File: config.mk
export PLATFORM = sky130hd
export DESIGN_NAME = cruise_control
export DESIGN_NICKNAME = d
export VERILOG_FILES = /design/src/rtl/cruise_pkg.sv /design/src/rtl/speed_step.sv /design/src/rtl/cruise_control.sv
export SDC_FILE = /design/constraint.sdc
export NUM_CORES = 1
export LEC_CHECK = 0
export BUFFER_PORTS_ARGS = -buffer_cell sky130_fd_sc_hd__buf_2
export CORE_UTILIZATION = 23
export CTS_BUF_LIST = sky130_fd_sc_hd__clkbuf_4
export DETAILED_ROUTE_END_ITERATION = 10
export SYNTH_ARGS = -nofsm -noshare
export SYNTH_HDL_FRONTEND = slang
export SYNTH_SLANG_ARGS = --single-unit
File: constraint.sdc
create_clock -name clk -period 6.5 [get_ports clk]
set_input_delay 0.325 -clock clk [delete_from_list [all_inputs] [get_ports clk]]
set_output_delay 0.325 -clock clk [all_outputs]
set_load 0.01 [all_outputs]
File: src/rtl/cruise_pkg.sv
// rtl/cruise_pkg.sv - shared state encoding and speed constants for the cruise controller
package cruise_pkg;

    typedef enum logic [2:0] {
        ST_IDLE   = 3'd0,
        ST_CRUISE = 3'd1,
        ST_ACCEL  = 3'd2,
        ST_COAST  = 3'd3,
        ST_PAUSED = 3'd4
    } state_t;

    localparam int DEF_MAX_SPEED  = 255;
    localparam int DEF_MIN_CRUISE = 45;

    localparam logic [7:0] BRAKE_DEC = 8'd2;
    localparam logic [7:0] STEP_ONE  = 8'd1;

endpackage

File: src/rtl/speed_step.sv
// rtl/speed_step.sv - saturating increment/decrement of a speed value between floor and ceiling
module speed_step (
    input  logic [7:0] value,
    input  logic [7:0] delta,
    input  logic       dir,
    input  logic [7:0] floor,
    input  logic [7:0] ceiling,
    output logic [7:0] result
);

    logic [8:0] w_sum;

    assign w_sum = {1'b0, value} + {1'b0, delta};

    // Step up (dir=1) or down (dir=0); a value already at or beyond the limit is held, never pulled back
    always_comb begin
        result = value;
        if (dir) begin
            if (value < ceiling) begin
                result = (w_sum > {1'b0, ceiling}) ? ceiling : w_sum[7:0];
            end
        end else begin
            if (value > floor) begin
                result = ((value - floor) < delta) ? floor : (value - delta);
            end
        end
    end

endmodule

File: src/rtl/cruise_control.sv
// rtl/cruise_control.sv - cruise control FSM with a simple modelled vehicle speed
module cruise_control
    import cruise_pkg::*;
#(
    parameter int MAX_SPEED  = DEF_MAX_SPEED,
    parameter int MIN_CRUISE = DEF_MIN_CRUISE
) (
    input  logic       clk,
    input  logic       clear,
    input  logic       throttle,
    input  logic       brake,
    input  logic       set,
    input  logic       resume,
    input  logic       accel,
    input  logic       coast,
    input  logic       cancel,
    input  logic       off,
    output logic [7:0] speed,
    output logic [7:0] cruise_speed,
    output logic       cruise_on,
    output logic [2:0] state
);

    localparam logic [7:0] W_MAX = 8'(MAX_SPEED);
    localparam logic [7:0] W_MIN = 8'(MIN_CRUISE);

    state_t     r_state;
    state_t     w_next_state;
    logic [7:0] r_speed;
    logic [7:0] r_cruise;
    logic       r_cruise_on;

    logic [7:0] w_target;
    logic [7:0] w_next_cruise;
    logic       w_next_on;
    logic       w_set_ok;
    logic       w_disengage;

    logic       w_step_dir;
    logic [7:0] w_step_delta;
    logic [7:0] w_step_floor;
    logic [7:0] w_step_ceil;
    logic [7:0] w_step_result;

    // A set request only counts when the brake is released and the car is fast enough
    assign w_set_ok    = set && !brake && (r_speed >= W_MIN);
    assign w_disengage = brake || cancel;

    // Next state and target; off dominates, then brake/cancel, then set/resume, then accel, then coast
    always_comb begin
        w_next_state = r_state;
        w_target     = r_cruise;
        if (off) begin
            w_next_state = ST_IDLE;
            w_target     = '0;
        end else begin
            case (r_state)
                ST_IDLE: begin
                    if (w_set_ok) begin
                        w_next_state = ST_CRUISE;
                        w_target     = r_speed;
                    end
                end
                ST_CRUISE: begin
                    if (w_disengage) begin
                        w_next_state = ST_PAUSED;
                    end else if (w_set_ok) begin
                        w_target = r_speed;
                    end else if (accel) begin
                        w_next_state = ST_ACCEL;
                    end else if (coast) begin
                        w_next_state = ST_COAST;
                    end
                end
                ST_ACCEL: begin
                    if (w_disengage) begin
                        w_next_state = ST_PAUSED;
                    end else if (!accel) begin
                        w_next_state = ST_CRUISE;
                    end
                end
                ST_COAST: begin
                    if (w_disengage) begin
                        w_next_state = ST_PAUSED;
                    end else if (accel) begin
                        w_next_state = ST_ACCEL;
                    end else if (!coast) begin
                        w_next_state = ST_CRUISE;
                    end
                end
                ST_PAUSED: begin
                    if (w_set_ok) begin
                        w_next_state = ST_CRUISE;
                        w_target     = r_speed;
                    end else if (resume && !brake) begin
                        w_next_state = ST_CRUISE;
                    end
                end
                default: begin
                    w_next_state = ST_IDLE;
                    w_target     = '0;
                end
            endcase
        end
    end

    // Speed update follows the behaviour of the state being entered this cycle
    always_comb begin
        w_step_dir   = 1'b0;
        w_step_delta = '0;
        w_step_floor = '0;
        w_step_ceil  = W_MAX;
        case (w_next_state)
            ST_CRUISE: begin
                if (throttle) begin
                    w_step_dir   = 1'b1;
                    w_step_delta = STEP_ONE;
                end else if (r_speed < w_target) begin
                    w_step_dir   = 1'b1;
                    w_step_delta = STEP_ONE;
                end else if (r_speed > w_target) begin
                    w_step_dir   = 1'b0;
                    w_step_delta = STEP_ONE;
                end
            end
            ST_ACCEL: begin
                w_step_dir   = 1'b1;
                w_step_delta = STEP_ONE;
            end
            ST_COAST: begin
                w_step_dir   = 1'b0;
                w_step_delta = STEP_ONE;
                w_step_floor = W_MIN;
            end
            default: begin
                if (brake) begin
                    w_step_dir   = 1'b0;
                    w_step_delta = BRAKE_DEC;
                end else if (throttle) begin
                    w_step_dir   = 1'b1;
                    w_step_delta = STEP_ONE;
                end else begin
                    w_step_dir   = 1'b0;
                    w_step_delta = STEP_ONE;
                end
            end
        endcase
    end

    speed_step u_speed_step (
        .value   (r_speed),
        .delta   (w_step_delta),
        .dir     (w_step_dir),
        .floor   (w_step_floor),
        .ceiling (w_step_ceil),
        .result  (w_step_result)
    );

    // While accelerating or coasting the target follows the car; otherwise it keeps the chosen target
    always_comb begin
        w_next_cruise = w_target;
        if ((w_next_state == ST_ACCEL) || (w_next_state == ST_COAST)) begin
            w_next_cruise = w_step_result;
        end
    end

    assign w_next_on = (w_next_state == ST_CRUISE) ||
                       (w_next_state == ST_ACCEL)  ||
                       (w_next_state == ST_COAST);

    // State, speed, target and engaged flag registers with synchronous clear
    always_ff @(posedge clk) begin
        if (clear) begin
            r_state     <= ST_IDLE;
            r_speed     <= '0;
            r_cruise    <= '0;
            r_cruise_on <= 1'b0;
        end else begin
            r_state     <= w_next_state;
            r_speed     <= w_step_result;
            r_cruise    <= w_next_cruise;
            r_cruise_on <= w_next_on;
        end
    end

    assign speed        = r_speed;
    assign cruise_speed = r_cruise;
    assign cruise_on    = r_cruise_on;
    assign state        = r_state;

endmodule

==> flow_summary.json <==
{
  "wl_per_cell_um": 16.3,
  "grt_pass1_vias": 2006,
  "synth_compound_area_share_pct": 29.7,
  "critical_path_arrival_ns": 5.59,
  "synthXorXnorAreaFrac_pct": 2.97,
  "grt_first_pass_wirelength_um": 10200,
  "worstSetupPathType": "reg -> reg",
  "ys_ff_latch": 20,
  "cts_sinks": 20,
  "synthArstFlopShare_pct": 0,
  "cpPeakStageDelay_ns": 0.76,
  "dp_hpwl_um": 4720,
  "cts_setup_buffers": 0,
  "core_area_sq_mm": 0.00872,
  "cellPowerDensity_mw_per_mm2": 393,
  "rsz0062_at_grt": "false",
  "cts_resized": 0,
  "r2r_cells": 19,
  "synth_edf_count": 0,
  "yosys.area_share.simple_pct": 28.5,
  "slew_headroom_pct": 44.6,
  "crit_start": "speed[2]",
  "r2r-start": "speed[2]",
  "ctsHoldBuffers": 0,
  "nets": 309,
  "instances_no_fill": 386,
  "clock_latency_ns": 0.31,
  "fmax_mhz": 186,
  "clock_skew_ns": 0.00550,
  "syn_area_sq_mm": 0.00206,
  "synth_flop_cell": "dfxtp_1",
  "holdPathStages": 2,
  "crit_chain": "o211ai_1 -> a221o_2 -> nor3_2 -> a22o_1 -> nand2_1 -> ha_1 -> a21oi_1 -> o21ai_0 -> o21ai_0 -> nor3_4 -> nor2_1 -> ha_1 -> inv_1 -> fa_1 -> nor3_1 -> a21boi_1 -> xnor2_1 -> a21oi_2 -> a32o_1",
  "grt_max_degree": 19,
  "gp_congestion": 0.891,
  "worst_slew_pin_slew_ns": 0.831,
  "finalCriticalPeriod_ns": 5.37,
  "end_kind": "flip-flop",
  "synth_area_leaders": "dfxtp_1 (19%), ha_1 (11%), nor2_1 (5.1%), a21oi_1 (4.8%), nand2_1 (3.3%)",
  "finalSetupTns_ns": 0,
  "yosysMostFrequentCell": "nor2_1",
  "syn_avg_cell_area_sq_um": 7.97,
  "hold_class": "in -> reg",
  "setup_viol": 0,
  "dieArea_sq_mm": 0.00936,
  "cts_tree": "built",
  "worstHoldStart": "off",
  "synth_cell_types": 65,
  "place_inst": 382,
  "status": "complete, no violations",
  "die_h_um": 96.7,
  "drive_gt1_share_pct": 20.1,
  "postRouteAntennaNets": 0,
  "r2r-end": "cruise_speed[6]",
  "synthCells": 259,
  "fin_crit_sh_pct": 82.6,
  "synth_common_cells": "nor2_1 (28), a21oi_1 (20), dfxtp_1 (20), ha_1 (18), nand2_1 (18)",
  "start_util_pct": 23.7,
  "slew_violations": 0,
  "synth_top_cell_area_share_pct": 19.4,
  "routed_wl_um": 6300,
  "clk_pin_slew_ns": 0.13,
  "ys_warn_count": 0,
  "clockBufferDepth": 2,
  "drtPass1Iterations": 5,
  "antenna_found_initial": 0,
  "worst_ep_required_time_ns": 6.72,
  "antenna_cells_inserted": 0,
  "vias": 2116,
  "fin_hold_ws_ns": 0.215,
  "fillers": 931,
  "reg2reg_slack_ns": 1.13,
  "worst_path_max_delay_cell": "dfxtp_1",
  "drc": 0,
  "numCtsBuffers": 3,
  "synth_fa_ha_area_share_pct": 12.8,
  "cp_max_fo": 17,
  "htreeDepth": 1,
  "io_buffers": 29,
  "start_kind": "flip-flop",
  "io_pins": 30,
  "synth_top_family_by_area": "compound AO/OA/AOI/OAI gates",
  "synth_area_leader_cell": "dfxtp_1",
  "std_cell_rows": 34,
  "grt_use_total_pct": 13.3,
  "vias_per_cell": 5.48,
  "max-vdd-ir-drop_v": 0.000159,
  "hold_violations": 0,
  "maxCapViolCount": 0,
  "holdPathEnd": "state[2]",
  "die_w_um": 96.7,
  "clockRootBuffer": "clkbuf_4",
  "first_iter_violations": 173,
  "synth_mux_area_share_pct": 0.545,
  "grt-ovfl-total": 0,
  "syn_to_final_growth_pct": 12.7,
  "p_leak_nw": 0.925,
  "synth_nets": 289,
  "ys_seq_area_share_pct": 19.4
}
==> placed cells by master (no fill, tap or decap), types with 2 or more instances in the layout <==
cell type	instances
buf_4	2
o211ai_1	3
a32o_1	2
or3_1	4
dfxtp_1	20
nand3b_1	2
a21oi_2	2
buf_2	29
nor2b_1	2
a21oi_1	20
or2_1	2
nand2_1	18
fa_1	2
a211oi_2	3
and3b_1	2
and2_1	5
a21boi_1	2
o21ai_0	13
ha_1	18
nand2b_1	4
a31oi_1	3
nor3_2	3
xnor2_1	4
nor3_1	8
a211oi_1	7
nand4_1	4
clkbuf_4	3
xor2_1	3
inv_1	9
a311oi_1	2
a22o_1	7
nand3_1	9
o21ai_1	3
nor2_1	28
==> report_power, final <==
part           total, mW  switching, mW  internal, mW  leakage (nW)
Sequential         0.201         0.0575         0.143         0.163
Combinational      0.606          0.373         0.233         0.735
Clock              0.107         0.0444        0.0623        0.0279
Total              0.913          0.475         0.438         0.925
==> area by class of cell <==
cell class	instances	area [sq um]	area share, %
Multi-Input combinational cell	213	1540	66.2
Clock buffer	3	22.5	0.968
Sequential cell	20	400	17.2
Timing Repair Buffer	31	160	6.89
Tap cell	108	135	5.81
Clock inverter	1	30.0	1.29
Inverter	10	37.5	1.61
==> flip-flops by register name (all words and copies together), names as in the netlist <==
name	flops
state	3
speed	8
cruise_speed	8
cruise_on	1
==> worst max-delay path, delay by kind of cell (launching register included) <==
| kind | cells | cell delay [ns] |
|---|---|---|
| and+or+nand+nor | 5 | 1.15 |
| buffers and inverters | 1 | 0.07 |
| adders and majority gates | 3 | 1.03 |
| DFF | 1 | 0.76 |
| AOI/OAI and AO/OA | 9 | 2.10 |
| xor gates and xnor gates | 1 | 0.16 |
==> how the worst max path moves through the flow <==
stage               slack (ns)               to  cells past startpoint
floorplan                 1.97  cruise_speed[6]                     20
global placement          1.32  cruise_speed[6]                     19
detailed placement        1.26  cruise_speed[6]                     19
CTS                       1.21  cruise_speed[6]                     19
global route              0.74  cruise_speed[7]                     20
finish                    1.13  cruise_speed[6]                     19
==> per-layer routing <==
layer / GRT usage [%] / wire length (um) / up-vias
met5: 0 / 0 / -
met4: 3.56 / 137 / 0
met3: 1.81 / 360 / 16
met2: 21.1 / 2830 / 97
met1: 18.7 / 2970 / 996
li1: - / - / 1007
==> through the flow <==
step / setup slack [ns] / area (sq um) / power (mW) / utilization [%]
floorplan: 1.97 / 2060 / 0.654 / -
global placement: 1.32 / 2270 / 0.799 / 26.1
detailed placement: 1.26 / 2270 / 0.796 / 26.1
CTS: 1.21 / 2330 / 0.906 / 26.7
global route: 0.737 / 2330 / 0.986 / 26.7
finish: 1.13 / 2330 / 0.913 / 26.7
==> logic make-up after synthesis <==
kind of cell    Yosys count
simple gates            103
compound gates           82
buf+inv                  26
fa+ha+maj                20
flops                    20
xor+xnor                  7
mux                       1
No activity file was read; power rests on OpenSTA's default activity.
